## src/rtl/if_align_buffer_if.sv

```systemverilog
// ----------------------------------------------------------------------------
// if_align_buffer_if
// Purpose : groups the icache request/response bus and the fetch-stage
//           instruction handshake of the instruction realignment buffer.
// Signals : icache_req_o / icache_addr_o / icache_kill_o  (buffer -> icache)
//           icache_ack_i / icache_rdata_i                 (icache -> buffer)
//           instr_valid_o / instr_o / is_cmp_o / pc_o     (buffer -> fetch)
//           instr_ready_i                                 (fetch  -> buffer)
// Modports: master = the align buffer, slave = its environment.
// ----------------------------------------------------------------------------
interface if_align_buffer_if #(
    parameter int XLEN = 32
);
    logic            icache_req_o;
    logic [XLEN-1:0] icache_addr_o;
    logic            icache_kill_o;
    logic            icache_ack_i;
    logic [31:0]     icache_rdata_i;
    logic            instr_valid_o;
    logic            instr_ready_i;
    logic [31:0]     instr_o;
    logic            is_cmp_o;
    logic [XLEN-1:0] pc_o;

    modport master (
        output icache_req_o, icache_addr_o, icache_kill_o,
        output instr_valid_o, instr_o, is_cmp_o, pc_o,
        input  icache_ack_i, icache_rdata_i, instr_ready_i
    );

    modport slave (
        input  icache_req_o, icache_addr_o, icache_kill_o,
        input  instr_valid_o, instr_o, is_cmp_o, pc_o,
        output icache_ack_i, icache_rdata_i, instr_ready_i
    );
endinterface

```

## src/rtl/if_align_buffer.sv

```systemverilog
// ----------------------------------------------------------------------------
// if_align_buffer
// Purpose : instruction realignment buffer between icache and fetch stage.
//           Issues word-aligned fetches, stores returned words as halfwords
//           in a circular queue and hands out one complete instruction
//           (16-bit compressed or 32-bit, possibly word-straddling) per
//           handshake together with its PC. A redirect kills the in-flight
//           request, empties the queue and refetches from the new PC.
// Ports   : clk        - clock, rising edge
//           rst_n      - asynchronous active-low reset
//           flush_i    - redirect request
//           flush_pc_i - redirect target
//           bus_io     - if_align_buffer_if.master (icache + fetch handshake)
// Config  : IF_ALIGN_RVC_EN defined  -> compressed instructions and
//           halfword-aligned redirect targets are supported.
//           IF_ALIGN_RVC_EN undefined -> every instruction is two halfwords,
//           targets are fetched from the aligned word.
// ----------------------------------------------------------------------------
module if_align_buffer #(
    parameter int              XLEN     = 32,
    parameter int              DEPTH_HW = 6,
    parameter logic [XLEN-1:0] RESET_PC = XLEN'(32'h8000_0000)
) (
    input  logic                clk,
    input  logic                rst_n,
    input  logic                flush_i,
    input  logic [XLEN-1:0]     flush_pc_i,
    if_align_buffer_if.master   bus_io
);
    localparam int PTR_W = $clog2(DEPTH_HW);
    localparam int CNT_W = $clog2(DEPTH_HW + 1);
    localparam logic [CNT_W-1:0] REFILL_LVL = CNT_W'(DEPTH_HW - 2);

`ifdef IF_ALIGN_RVC_EN
    localparam bit RVC = 1'b1;
`else
    localparam bit RVC = 1'b0;
`endif

    typedef enum logic {S_IDLE, S_WAIT} state_t;

    state_t           state_q;
    logic [XLEN-1:0]  fetch_addr_q;
    logic [XLEN-1:0]  pc_q;
    logic [PTR_W-1:0] rd_ptr_q;
    logic [PTR_W-1:0] wr_ptr_q;
    logic [CNT_W-1:0] count_q;
    logic             drop_lo_q;
    logic [15:0]      q_mem [DEPTH_HW];

    // Pointers wrap at DEPTH_HW, which need not be a power of two.
    function automatic logic [PTR_W-1:0] ptr_inc(input logic [PTR_W-1:0] p);
        return (p == PTR_W'(DEPTH_HW - 1)) ? '0 : p + 1'b1;
    endfunction

    logic [PTR_W-1:0] rd_ptr_p1, rd_ptr_p2, wr_ptr_p1, wr_ptr_p2;
    logic [15:0]      hw0, hw1;
    logic             has1, has2, is_cmp, valid, pop, ack_ok;
    logic [CNT_W-1:0] push_n, pop_n, count_d;

    assign rd_ptr_p1 = ptr_inc(rd_ptr_q);
    assign rd_ptr_p2 = ptr_inc(rd_ptr_p1);
    assign wr_ptr_p1 = ptr_inc(wr_ptr_q);
    assign wr_ptr_p2 = ptr_inc(wr_ptr_p1);

    assign hw0  = q_mem[rd_ptr_q];
    assign hw1  = q_mem[rd_ptr_p1];
    assign has1 = (count_q != '0);
    assign has2 = (count_q >= CNT_W'(2));

    // Head decode uses registered queue state only; gating with has1 keeps
    // stale entries from ever looking like a compressed instruction.
    assign is_cmp = RVC & has1 & (hw0[1:0] != 2'b11);
    assign valid  = (is_cmp & has1) | (~is_cmp & has2);

    assign pop     = valid & bus_io.instr_ready_i & ~flush_i;
    assign ack_ok  = (state_q == S_WAIT) & bus_io.icache_ack_i & ~flush_i;
    assign push_n  = ack_ok ? (drop_lo_q ? CNT_W'(1) : CNT_W'(2)) : '0;
    assign pop_n   = pop ? (is_cmp ? CNT_W'(1) : CNT_W'(2)) : '0;
    // A request is only launched with room for a full word, so this never
    // exceeds DEPTH_HW.
    assign count_d = count_q + push_n - pop_n;

    assign bus_io.icache_req_o  = (state_q == S_WAIT);
    assign bus_io.icache_addr_o = fetch_addr_q;
    assign bus_io.icache_kill_o = flush_i & (state_q == S_WAIT);
    assign bus_io.instr_valid_o = valid;
    assign bus_io.is_cmp_o      = is_cmp;
    assign bus_io.pc_o          = pc_q;
    assign bus_io.instr_o       = !valid ? 32'h0 :
                                  (is_cmp ? {16'h0, hw0} : {hw1, hw0});

    // Queue storage: plain array, no reset needed since reads are gated by count.
    always_ff @(posedge clk) begin
        if (ack_ok) begin
            if (drop_lo_q) begin
                q_mem[wr_ptr_q] <= bus_io.icache_rdata_i[31:16];
            end else begin
                q_mem[wr_ptr_q]  <= bus_io.icache_rdata_i[15:0];
                q_mem[wr_ptr_p1] <= bus_io.icache_rdata_i[31:16];
            end
        end
    end

    always_ff @(posedge clk or negedge rst_n) begin
        if (!rst_n) begin
            state_q      <= S_IDLE;
            fetch_addr_q <= {RESET_PC[XLEN-1:2], 2'b00};
            pc_q         <= RESET_PC;
            rd_ptr_q     <= '0;
            wr_ptr_q     <= '0;
            count_q      <= '0;
            drop_lo_q    <= RVC & RESET_PC[1];
        end else if (flush_i) begin
            count_q      <= '0;
            rd_ptr_q     <= '0;
            wr_ptr_q     <= '0;
            pc_q         <= flush_pc_i;
            fetch_addr_q <= {flush_pc_i[XLEN-1:2], 2'b00};
            drop_lo_q    <= RVC & flush_pc_i[1];
            // The queue is empty after a redirect, so the idle step would
            // always launch; go straight to the request to save a cycle.
            state_q      <= S_WAIT;
        end else begin
            count_q <= count_d;
            if (ack_ok) begin
                wr_ptr_q <= drop_lo_q ? wr_ptr_p1 : wr_ptr_p2;
            end
            if (pop) begin
                rd_ptr_q <= is_cmp ? rd_ptr_p1 : rd_ptr_p2;
                pc_q     <= pc_q + (is_cmp ? XLEN'(2) : XLEN'(4));
            end
            case (state_q)
                S_IDLE: begin
                    if (count_q <= REFILL_LVL) begin
                        state_q <= S_WAIT;
                    end
                end
                S_WAIT: begin
                    if (ack_ok) begin
                        fetch_addr_q <= fetch_addr_q + XLEN'(4);
                        drop_lo_q    <= 1'b0;
                        state_q      <= (count_d <= REFILL_LVL) ? S_WAIT : S_IDLE;
                    end
                end
                default: state_q <= S_IDLE;
            endcase
        end
    end
endmodule

```

## src/flat_wrapper.sv

```systemverilog
// flat-port wrapper written by rule: the top's interface ports become plain ports
module if_align_buffer_flat 
#(
    parameter int              XLEN     = 32,
    parameter int              DEPTH_HW = 6,
    parameter logic [XLEN-1:0] RESET_PC = XLEN'(32'h8000_0000)
)
  (clk, rst_n, flush_i, flush_pc_i, bus_io_icache_req_o, bus_io_icache_addr_o, bus_io_icache_kill_o, bus_io_instr_valid_o, bus_io_instr_o, bus_io_is_cmp_o, bus_io_pc_o, bus_io_icache_ack_i, bus_io_icache_rdata_i, bus_io_instr_ready_i);
  if_align_buffer_if #(.XLEN(XLEN)) bus_io_i ();
  input  logic clk;
  input  logic rst_n;
  input  logic flush_i;
  input  logic [XLEN-1:0] flush_pc_i;
  output wire logic [$bits(bus_io_i.icache_req_o)-1:0] bus_io_icache_req_o;
  output wire logic [$bits(bus_io_i.icache_addr_o)-1:0] bus_io_icache_addr_o;
  output wire logic [$bits(bus_io_i.icache_kill_o)-1:0] bus_io_icache_kill_o;
  output wire logic [$bits(bus_io_i.instr_valid_o)-1:0] bus_io_instr_valid_o;
  output wire logic [$bits(bus_io_i.instr_o)-1:0] bus_io_instr_o;
  output wire logic [$bits(bus_io_i.is_cmp_o)-1:0] bus_io_is_cmp_o;
  output wire logic [$bits(bus_io_i.pc_o)-1:0] bus_io_pc_o;
  input wire logic [$bits(bus_io_i.icache_ack_i)-1:0] bus_io_icache_ack_i;
  input wire logic [$bits(bus_io_i.icache_rdata_i)-1:0] bus_io_icache_rdata_i;
  input wire logic [$bits(bus_io_i.instr_ready_i)-1:0] bus_io_instr_ready_i;
  assign bus_io_icache_req_o = bus_io_i.icache_req_o;
  assign bus_io_icache_addr_o = bus_io_i.icache_addr_o;
  assign bus_io_icache_kill_o = bus_io_i.icache_kill_o;
  assign bus_io_instr_valid_o = bus_io_i.instr_valid_o;
  assign bus_io_instr_o = bus_io_i.instr_o;
  assign bus_io_is_cmp_o = bus_io_i.is_cmp_o;
  assign bus_io_pc_o = bus_io_i.pc_o;
  assign bus_io_i.icache_ack_i = bus_io_icache_ack_i;
  assign bus_io_i.icache_rdata_i = bus_io_icache_rdata_i;
  assign bus_io_i.instr_ready_i = bus_io_instr_ready_i;
  if_align_buffer #(.XLEN(XLEN), .DEPTH_HW(DEPTH_HW), .RESET_PC(RESET_PC)) u_core (.clk(clk), .rst_n(rst_n), .flush_i(flush_i), .flush_pc_i(flush_pc_i), .bus_io(bus_io_i));
endmodule
```

## config.mk

```make
export PLATFORM = sky130hd
export DESIGN_NAME = if_align_buffer_flat
export DESIGN_NICKNAME = d
export VERILOG_FILES = /design/src/rtl/if_align_buffer_if.sv /design/src/rtl/if_align_buffer.sv /design/src/flat_wrapper.sv
export SDC_FILE = /design/constraint.sdc
export NUM_CORES = 1
export LEC_CHECK = 0
export CAP_MARGIN = 20
export CORE_MARGIN = 2
export CORE_UTILIZATION = 58
export CTS_BUF_LIST = sky130_fd_sc_hd__clkbuf_4
export CTS_CLUSTER_SIZE = 8
export DETAILED_ROUTE_END_ITERATION = 12
export PLACE_DENSITY = 0.87
export SYNTH_ARGS = -nofsm -noshare
export SYNTH_HDL_FRONTEND = slang
export SYNTH_SLANG_ARGS = --single-unit
```

## constraint.sdc

```tcl
create_clock -name clk -period 5.6 [get_ports clk]
set_input_delay 1.68 -clock clk [delete_from_list [all_inputs] [get_ports clk]]
set_output_delay 1.68 -clock clk [all_outputs]
set_load 0.01 [all_outputs]
```

==> out/metrics.yaml, run 1 <==
finalHoldViolCount: 0
grt_max_degree: 75
p_comb_share_pct: 32.9
die_h_um: 133.3
rr_startpoint: "u_core.count_q[2]"
yosys_warnings: 0
yosysUniqueCellTypes: 49
cts_root_buf: "clkbuf_4"
final_cell_mix: "clkdlybuf4s50_1 (164), mux2_2 (152), edfxtp_1 (96), dfrtp_1 (66), nor2_1 (63)"
holdPathEnd: "u_core.bus_io.pc_o[31]"
dp_cells: 1154
finClkSkew_ns: 0.02893
overflow: 0
port-buffer-count: 165
layout.cells.non_filler: 1189
yosysTopAreaCellShare_pct: 29.75
hold_start: "u_core.bus_io.pc_o[31]"
start_util_pct: 58.84
wire_per_inst_um: 20.82
first_iter_violations: 789
dieArea_mm2: 0.01776
num_vias: 7540
dr.pass1.iters: 5
crit_arrival_ns: 3.20
postRouteAntennaNets: 0
antenna_found_initial: 1
setup_viol: 0
gp_congestion: 0.8672
syn_area_per_cell_um2: 12.01
power.leakage_nw: 4.067
cap_violations: 0
end_kind: "primary output"
clk_pin_slew_worst_paths_ns: 0.14
clk_latency_ns: 0.57
layout-drive-gt1-share_pct: 24.30
core_area_mm2: 0.01647
grt_pass1_vias: 7240
r2r_end: "u_core.bus_io.icache_req_o"
tightest_slew_ns: 1.062
nets: 1027
hpwlAfterDp_um: 16770
synthTopCellsByArea: "edfxtp_1 (30%), dfrtp_1 (18%), mux2_2 (18%)"
slew_viol_final: 0
synthToLayoutAreaGrowth_pct: 22.04
p_clk_share_pct: 20.1
cts_buffer_depth: 2
power_density_mw_per_mm2: 277.3
vdd_drop_max_mv: 0.1713
die_w_um: 133.3
relSlewSlack_pct: 29.19
reg2reg_depth: 10
grt_first_pass_wirelength_um: 39250
numClockSinks: 167
synth-edff-count: 96
ys_ff_latch: 167
rrSetupSlack_ns: 2.90
cp-start-kind: "flip-flop"
hold_depth: 2
cts_resized: 0
cts_buffers: 17
synth_area_mm2: 0.009689
clock.fmax_ghz: 0.2051
cts_tree: "built"
synth_ff_type: "edfxtp_1"
hold_buffers: 0
synthArstFlopShare_pct: 42.51
critPathKind: "flip-flop to primary output"
htreeDepth: 4
cp_max_fo: 27
post_cts_buffers: 0
post-route-drc-count: 0
cp_data_required_time_ns: 3.92
routed_via_density: 6.341
wirelength_um: 24760
track_usage_pct: 28.25
final_util_pct: 71.82
area.sequential_mm2: 0.004666
fin_crit_ns: 4.876
multi_input_area_mm2: 0.004767
io_pins: 169
num_rows: 47
hold_path_class: "flip-flop to flip-flop"
yosysSeqAreaShare_pct: 48.11
outcome: "complete, no violations"
rsz0062_at_grt: "no"
layout_commonest_cell: "clkdlybuf4s50_1"
fin_setup_tns_ns: 0
seq_power_share_pct: 47.0
num-fill-cells: 1141
p_int_mw: 2.221
p_sw_share_pct: 32.26
period_share_pct: 87.07
p_sw_mw: 1.058
synth_top_cell_by_area: "edfxtp_1"
synthCells: 807
==> worst max-delay path by stage <==
stage | startpoint | endpoint | slack [ns]
finish | u_core.rd_ptr_q[1] | bus_io_instr_o[31] | 0.72
global route | u_core.rd_ptr_q[1] | bus_io_instr_o[31] | 0.66
CTS | u_core.rd_ptr_q[1] | bus_io_instr_o[31] | 0.71
detailed placement | flush_i | bus_io_icache_kill_o | 1.06
global placement | flush_i | bus_io_icache_kill_o | 1.05
floorplan | flush_i | bus_io_icache_kill_o | 1.47
==> routing by layer <==
layer	part of all wire [%]	track usage (%)	wire, µm	up-vias
li1	-	-	-	3431
met1	41	38.24	10090	3703
met2	50	46.71	12310	357
met3	7.4	5.061	1831	49
met4	2.1	9.102	525	0
met5	0	0	0	-
==> cell usage after synthesis (all sizes together), types with 8 or more instances <==
| library cell | instances |
|---|---|
| nor3 | 18 |
| xnor2 | 16 |
| mux2 | 152 |
| mux4 | 16 |
| edfxtp | 96 |
| nor2b | 8 |
| xor2 | 8 |
| and4 | 19 |
| a21oi | 14 |
| o31ai | 13 |
| buf | 24 |
| clkbuf | 33 |
| or4 | 14 |
| nor2 | 63 |
| nand4 | 18 |
| or3 | 8 |
| inv | 9 |
| mux2i | 34 |
| dfrtp | 69 |
| a311oi | 8 |
| and2 | 24 |
| nand2 | 22 |
| a211oi | 41 |
| o21ai | 8 |
| nor4 | 10 |
| a31oi | 18 |
| nand3 | 18 |
==> kinds of logic (layout without fill, tap and decap cells) <==
| kind of cell | Yosys count | in the layout | share of synthesized area [%] |
|---|---|---|---|
| AOI/OAI and AO/OA | 108 | 108 | 7.826 |
| muxes | 202 | 202 | 24.90 |
| buffers and inverters | 66 | 224 | 2.931 |
| DFF | 167 | 167 | 48.11 |
| and+or+nand+nor | 235 | 235 | 13.43 |
| other | 1 | 5 | 0.03870 |
| xor gates and xnor gates | 24 | 24 | 2.169 |
| adders and majority gates | 4 | 4 | 0.5941 |
==> area by class of cell <==
| class | instances | share of cell area [%] |
|---|---|---|
| multi-input cells | 576 | 40.31 |
| clock inverters | 12 | 0.8570 |
| flip-flops and latches | 167 | 39.46 |
| repair buffers | 183 | 15.45 |
| inverters | 9 | 0.2857 |
| diodes | 2 | 0.04232 |
| well taps | 220 | 2.328 |
| clock buffers | 20 | 1.270 |
==> stage by stage <==
| step | instance area [µm²] | power, mW | setup slack [ns] | hold slack [ns] |
|---|---|---|---|---|
| after floorplan | 9697 | 2.113 | 1.474 | 0.5109 |
| final | 11830 | 3.279 | 0.7239 | 0.5321 |
| after detailed placement | 11540 | 2.633 | 1.060 | 0.4997 |
| after global placement | 11540 | 2.608 | 1.047 | 0.4910 |
| after global routing | 11830 | 3.425 | 0.6625 | 0.5605 |
| after CTS | 11790 | 3.283 | 0.7084 | 0.5326 |
==> power by group through the flow <==
stage / clock network, mW / logic (mW) / registers, mW
final: 0.658 / 1.08 / 1.54
after global routing: 0.718 / 1.15 / 1.55
after CTS: 0.670 / 1.08 / 1.54
after detailed placement: 0 / 1.07 / 1.56
after global placement: 0 / 1.05 / 1.56
after floorplan: 0 / 0.584 / 1.53
==> critical path: stages (launching register included) <==
cell and delay (ns):
dfrtp_2 0.82, buf_12 0.29, mux2_2 0.37, mux4_2 0.45, and2_1 0.21, clkdlybuf4s50_1 0.49
==> sequential cells by signal, summed over array words and instances (netlist names) <==
| name | flops |
|---|---|
| u_core.wr_ptr_q | 3 |
| u_core.bus_io.icache_addr_o | 30 |
| u_core.bus_io.pc_o | 32 |
| u_core.bus_io.icache_req_o | 1 |
| u_core.q_mem | 96 |
| u_core.count_q | 2 |
| u_core.rd_ptr_q | 3 |
Power figures use the tool's default switching activity.
==> inputs of run 2 (changes only) <==
--- a/config.mk
+++ b/config.mk
@@ -5,6 +5,7 @@
 export SDC_FILE = /design/constraint.sdc
 export NUM_CORES = 1
 export LEC_CHECK = 0
+export ABC_CLOCK_PERIOD_IN_PS = 5600
 export CAP_MARGIN = 20
 export CORE_MARGIN = 2
 export CORE_UTILIZATION = 58
@@ -12,6 +13,7 @@
 export CTS_CLUSTER_SIZE = 8
 export DETAILED_ROUTE_END_ITERATION = 12
 export PLACE_DENSITY = 0.87
+export SLEW_MARGIN = 20
 export SYNTH_ARGS = -nofsm -noshare
 export SYNTH_HDL_FRONTEND = slang
 export SYNTH_SLANG_ARGS = --single-unit
==> run 2 against run 1 <==
  * Register-to-register slack about the same
  * Final cell count about the same
  * Combinational power about the same
  * Sequential cell count unchanged
  * Critical endpoint unchanged
  * Highest routed layer unchanged
  * Largest cell class unchanged
==> out/metrics.yaml, run 2 (synthesis results as in run 1) <==
outcome: "complete, no violations"  # unchanged
num_vias: 7524  # was 7540
slew_viol_final: 0  # unchanged
clk_latency_ns: 0.57  # about the same
clk_pin_slew_worst_paths_ns: 0.14  # about the same
p_sw_mw: 1.057  # was 1.058 mW
tightest_slew_ns: 1.054  # was 1.062 ns
seq_power_share_pct: 47.0  # about the same
setup_viol: 0  # unchanged
cts_resized: 0  # unchanged
power_density_mw_per_mm2: 277.6  # was 277.3 mW/mm²
layout-drive-gt1-share_pct: 24.22  # was 24.30%
htreeDepth: 4  # unchanged
die_h_um: 133.3  # unchanged
crit_family: "multiplexers"  # unchanged
num-fill-cells: 1144  # was 1141
p_clk_share_pct: 20.1  # about the same
post_cts_buffers: 0  # unchanged
antenna_found_initial: 1  # unchanged
die_w_um: 133.3  # unchanged
vdd_drop_max_mv: 0.1699  # was 0.1713 mV
p_int_mw: 2.219  # was 2.221 mW
hpwlAfterDp_um: 16770  # unchanged
core_area_mm2: 0.01647  # unchanged
period_share_pct: 87.18  # was 87.07%
regMostFlops: "u_core.q_mem"  # unchanged
cts_root_buf: "clkbuf_4"  # unchanged
cp_slowest_stage_delay_ns: 0.82  # about the same
start_util_pct: 58.84  # unchanged
cap_violations: 0  # unchanged
layout_commonest_cell: "clkdlybuf4s50_1"  # unchanged
p_comb_share_pct: 32.8  # was 32.9%
grt_max_degree: 75  # unchanged
synthToLayoutAreaGrowth_pct: 21.78  # was 22.04%
crit_arrival_ns: 3.20  # about the same
finalHoldViolCount: 0  # unchanged
end_kind: "primary output"  # unchanged
numClockSinks: 167  # unchanged
fin_crit_ns: 4.882  # was 4.876 ns
hold_path_class: "flip-flop to flip-flop"  # unchanged
post-route-drc-count: 0  # unchanged
holdWs_ns: 0.5321  # about the same
fin_setup_tns_ns: 0  # unchanged
critPathBufInv: 2  # unchanged
hold_buffers: 0  # unchanged
io_pins: 169  # unchanged
cts_buffers: 17  # unchanged
hold_start: "u_core.bus_io.pc_o[31]"  # unchanged
port-buffer-count: 165  # unchanged
nets: 1026  # was 1027
dr.pass1.iters: 5  # unchanged
overflow: 0  # unchanged
track_usage_pct: 28.25  # unchanged
cts_buffer_depth: 2  # unchanged
crit_start: "u_core.rd_ptr_q[1]"  # unchanged
final_util_pct: 71.66  # was 71.82%
slowest_stage: "dfrtp_2"  # unchanged
critPathKind: "flip-flop to primary output"  # unchanged
relSlewSlack_pct: 29.73  # was 29.19%
cp_max_fo: 27  # unchanged
cp_data_required_time_ns: 3.92  # about the same
wirelength_um: 24730  # was 24760 µm
p_sw_share_pct: 32.27  # was 32.26%
grt_pass1_vias: 7240  # unchanged
wire_per_inst_um: 20.81  # was 20.82 µm
first_iter_violations: 785  # was 789
routed_via_density: 6.333  # was 6.341
clock.fmax_ghz: 0.2048  # was 0.2051 GHz
cts_tree: "built"  # unchanged
grt_first_pass_wirelength_um: 39250  # unchanged
power.leakage_nw: 4.055  # was 4.067 nW
finClkSkew_ns: 0.02816  # was 0.02893 ns
gp_congestion: 0.8672  # unchanged
rsz0062_at_grt: "no"  # unchanged
dieArea_mm2: 0.01776  # unchanged
postRouteAntennaNets: 0  # unchanged
num_rows: 47  # unchanged
crit_chain: "buf_12, mux2_2, mux4_2, and2_1, clkdlybuf4s50_1"  # unchanged
largest_reg_flops: 96  # unchanged
cp-start-kind: "flip-flop"  # unchanged
final_cell_mix: "clkdlybuf4s50_1 (164), mux2_2 (152), edfxtp_1 (96), dfrtp_1 (66), nor2_1 (63)"  # unchanged
rr_startpoint: "u_core.count_q[2]"  # unchanged
-- run 2: cell count changes in the layout (fill, tap and decap cells not counted), sizes merged --
cell	previous run	this run
buf	19	18
-- run 2: per-stage QoR --
stage,area [µm²],total power [mW],worst slack [ns],instances
3_3_place_gp,11540,2.608,1.047,1154
5_1_grt,11800,3.422,0.6625,1188
6_report,11800,3.276,0.7177,1188
4_1_cts,11790,3.283,0.7084,1186
3_5_place_dp,11540,2.633,1.060,1154
2_1_floorplan,9697,2.113,1.474,809
-- run 2: final cells by class --
class | instances | area [µm²] | share of cell area [%]
Multi-Input combinational cell | 576 | 4767 | 40.40
Sequential cell | 167 | 4666 | 39.54
Timing Repair Buffer | 182 | 1802 | 15.27
Tap cell | 220 | 275.3 | 2.333
Clock buffer | 20 | 150.1 | 1.272
Clock inverter | 12 | 101.3 | 0.8589
Inverter | 9 | 33.78 | 0.2863
Antenna cell | 2 | 5.005 | 0.04241
-- run 2: worst register-to-register path, delay by kind of cell, from the launching register on --
kind | cells | cell delay (ns)
buffers and inverters | 2 | 0.78
adders and majority gates | 2 | 0.60
and+or+nand+nor | 4 | 0.44
AOI/OAI and AO/OA | 1 | 0.10
xor gates and xnor gates | 1 | 0.15
DFF | 1 | 0.52
-- run 2: per-layer routing --
layer  vias to the layer above  wire length [µm]  GRT usage, %  part of all wire, %
met5                         -                 0             0                    0
met4                         0               488         9.102                  2.0
met3                        45              1730         5.061                  7.0
met2                       337             12310         46.71                   50
met1                      3715             10200         38.24                   41
li1                       3427                 -             -                    -
-- run 2: path summary, 6_finish.rpt --
check	to	slack, ns	depth (start not counted)
setup / recovery	bus_io_instr_o[31]	0.72	5
hold / removal	u_core.bus_io.pc_o[31]	0.53	2
setup reg to reg	u_core.bus_io.icache_req_o	2.90	10
hold reg to reg	u_core.bus_io.pc_o[31]	0.53	2
max in group asynchronous	u_core.bus_io.icache_addr_o[5]	3.69	2
min in group asynchronous	u_core.bus_io.pc_o[18]	1.09	1
-- run 2: power groups by stage --
stage          clock, mW  sequential (mW)  combinational (mW)
2_1_floorplan          0             1.53               0.584
3_5_place_dp           0             1.56                1.07
3_3_place_gp           0             1.56                1.05
6_report           0.659             1.54                1.08
5_1_grt            0.718             1.55                1.15
4_1_cts            0.670             1.54                1.08
==> inputs of run 3 (changes only) <==
--- a/config.mk
+++ b/config.mk
@@ -7,12 +7,14 @@
 export LEC_CHECK = 0
 export ABC_CLOCK_PERIOD_IN_PS = 5600
 export CAP_MARGIN = 20
+export CELL_PAD_IN_SITES_DETAIL_PLACEMENT = 0
+export CELL_PAD_IN_SITES_GLOBAL_PLACEMENT = 1
 export CORE_MARGIN = 2
-export CORE_UTILIZATION = 58
+export CORE_UTILIZATION = 47
 export CTS_BUF_LIST = sky130_fd_sc_hd__clkbuf_4
 export CTS_CLUSTER_SIZE = 8
 export DETAILED_ROUTE_END_ITERATION = 12
-export PLACE_DENSITY = 0.87
+export PLACE_DENSITY = 0.88
 export SLEW_MARGIN = 20
 export SYNTH_ARGS = -nofsm -noshare
 export SYNTH_HDL_FRONTEND = slang
==> run 3 against run 2 <==
  * Sequential cell count is the same
  * Die area grew 23%
  * Via count shrank 2.2%
  * Register-to-register slack lost 0.07 ns
  * Critical path depth is the same
  * Critical path type unchanged
  * Critical endpoint is now bus_io_instr_o[22]
  * Highest routed layer unchanged
==> out/metrics.yaml, run 3 (synthesis results as in run 1) <==
numClockSinks: 167  # unchanged
relSlewSlack_pct: 30.01  # was 29.73%
power_density_mw_per_mm2: 278.4  # was 277.6 mW/mm²
crit_family: "flip-flops"  # was multiplexers
slew_viol_final: 0  # unchanged
fin_area_mm2: 0.01186  # was 0.01180 mm²
finalHoldViolCount: 0  # unchanged
crit_chain: "buf_4, mux2_2, mux4_2, and2_1, clkdlybuf4s50_1"  # was buf_12, mux2_2, mux4_2, and2_1, clkdlybuf4s50_1
slowest_stage: "dfrtp_2"  # unchanged
grt_first_pass_wirelength_um: 39630  # was 39250 µm
regMostFlops: "u_core.q_mem"  # unchanged
setup_viol: 0  # unchanged
setup_slack_ns: 0.6321  # was 0.7177 ns
outcome: "complete, no violations"  # unchanged
tightest_slew_ns: 1.050  # was 1.054 ns
layout_commonest_cell: "clkdlybuf4s50_1"  # unchanged
antenna_found_initial: 1  # unchanged
num-fill-cells: 1676  # was 1144
dr.pass1.iters: 4  # was 5
overflow: 0  # unchanged
place_area_mm2: 0.01159  # was 0.01154 mm²
finClkSkew_ns: 0.02596  # was 0.02816 ns
hold_path_class: "flip-flop to flip-flop"  # unchanged
final_cell_mix: "clkdlybuf4s50_1 (164), mux2_2 (152), edfxtp_1 (96), dfrtp_1 (66), nor2_1 (63)"  # unchanged
period_share_pct: 88.71  # was 87.18%
postRouteAntennaNets: 0  # unchanged
cts_buffer_depth: 2  # unchanged
power.leakage_nw: 4.063  # was 4.055 nW
fin_setup_tns_ns: 0  # unchanged
holdWs_ns: 0.5243  # was 0.5321 ns
critPathBufInv: 2  # unchanged
cp-start-kind: "flip-flop"  # unchanged
first_iter_violations: 485  # was 785
io_pins: 169  # unchanged
cts_resized: 0  # unchanged
cp_max_fo: 29  # was 27
post-route-drc-count: 0  # unchanged
synthToLayoutAreaGrowth_pct: 22.35  # was 21.78%
cp_slowest_stage_delay_ns: 0.88  # was 0.82 ns
wirelength_um: 25060  # was 24730 µm
rrSetupSlack_ns: 2.83  # was 2.90 ns
clk_pin_slew_worst_paths_ns: 0.14  # about the same
rsz0062_at_grt: "no"  # unchanged
start_util_pct: 47.89  # was 58.84%
cts_root_buf: "clkbuf_4"  # unchanged
num_vias: 7357  # was 7524
power_mw: 3.300  # was 3.276 mW
num_rows: 52  # was 47
layout-drive-gt1-share_pct: 24.15  # was 24.22%
grt_max_degree: 75  # unchanged
track_usage_pct: 23.32  # was 28.25%
cts_tree: "built"  # unchanged
end_kind: "primary output"  # unchanged
pre_cts_ws_ns: 0.9650  # was 1.060 ns
port-buffer-count: 165  # unchanged
routed_via_density: 5.933  # was 6.333
clk_latency_ns: 0.58  # was 0.57 ns
die_h_um: 147.6  # was 133.3 µm
vdd_drop_max_mv: 0.1698  # was 0.1699 mV
htreeDepth: 4  # unchanged
wire_per_inst_um: 20.21  # was 20.81 µm
crit_arrival_ns: 3.29  # was 3.20 ns
cts_buffers: 17  # unchanged
dieArea_mm2: 0.02178  # was 0.01776 mm²
die_w_um: 147.6  # was 133.3 µm
hpwlAfterDp_um: 16900  # was 16770 µm
nets: 1029  # was 1026
cap_violations: 0  # unchanged
grt_pass1_vias: 7287  # was 7240
post_cts_buffers: 0  # unchanged
gp_congestion: 0.8256  # was 0.8672
critPathKind: "flip-flop to primary output"  # unchanged
largest_reg_flops: 96  # unchanged
hold_buffers: 0  # unchanged
core_area_mm2: 0.02023  # was 0.01647 mm²
fin_crit_ns: 4.968  # was 4.882 ns
cp_data_required_time_ns: 3.92  # about the same
clock.fmax_ghz: 0.2013  # was 0.2048 GHz
## run 3: power by group
part / internal (mW) / total (mW) / switching [mW]
clock: 0.195 / 0.686 / 0.490
sequential: 1.41 / 1.54 / 0.134
combinational: 0.574 / 1.07 / 0.499
total: 2.18 / 3.30 / 1.12
## run 3: layout make-up
class                   instances  area, µm²  share of cell area (%)
inverters                       9      33.78                  0.2850
well taps                     270      337.8                   2.850
multi-input cells             576       4760                   40.15
flip-flops and latches        167       4666                   39.36
clock inverters                15      133.9                   1.129
clock buffers                  17      127.6                   1.077
repair buffers                185       1794                   15.13
diodes                          1      2.502                 0.02111
## run 3: final timing paths
kind                                       start                              end  depth (start not counted)
setup / recovery              u_core.rd_ptr_q[1]               bus_io_instr_o[22]                          5
hold / removal             u_core.bus_io.pc_o[0]            u_core.bus_io.pc_o[0]                          1
setup reg to reg               u_core.count_q[2]       u_core.bus_io.icache_req_o                         10
hold reg to reg            u_core.bus_io.pc_o[0]            u_core.bus_io.pc_o[0]                          1
max in group asynchronous                  rst_n               u_core.rd_ptr_q[2]                          2
min in group asynchronous                  rst_n  u_core.bus_io.icache_addr_o[16]                          1
## run 3: stage by stage
| step | utilization [%] | cells |
|---|---|---|
| after floorplan | - | 809 |
| after global placement | 57.26 | 1206 |
| after detailed placement | 57.26 | 1206 |
| after CTS | 58.55 | 1238 |
| after global routing | 58.59 | 1240 |
| final | 58.59 | 1240 |
## run 3: per-layer routing
metal	wire length, µm	vias up	share of wire [%]	track usage, %
li1	-	3415	-	-
met1	10570	3628	42	30.60
met2	12140	274	48	38.91
met3	1822	40	7.3	4.907
met4	524	0	2.1	7.500
met5	0	-	0	0
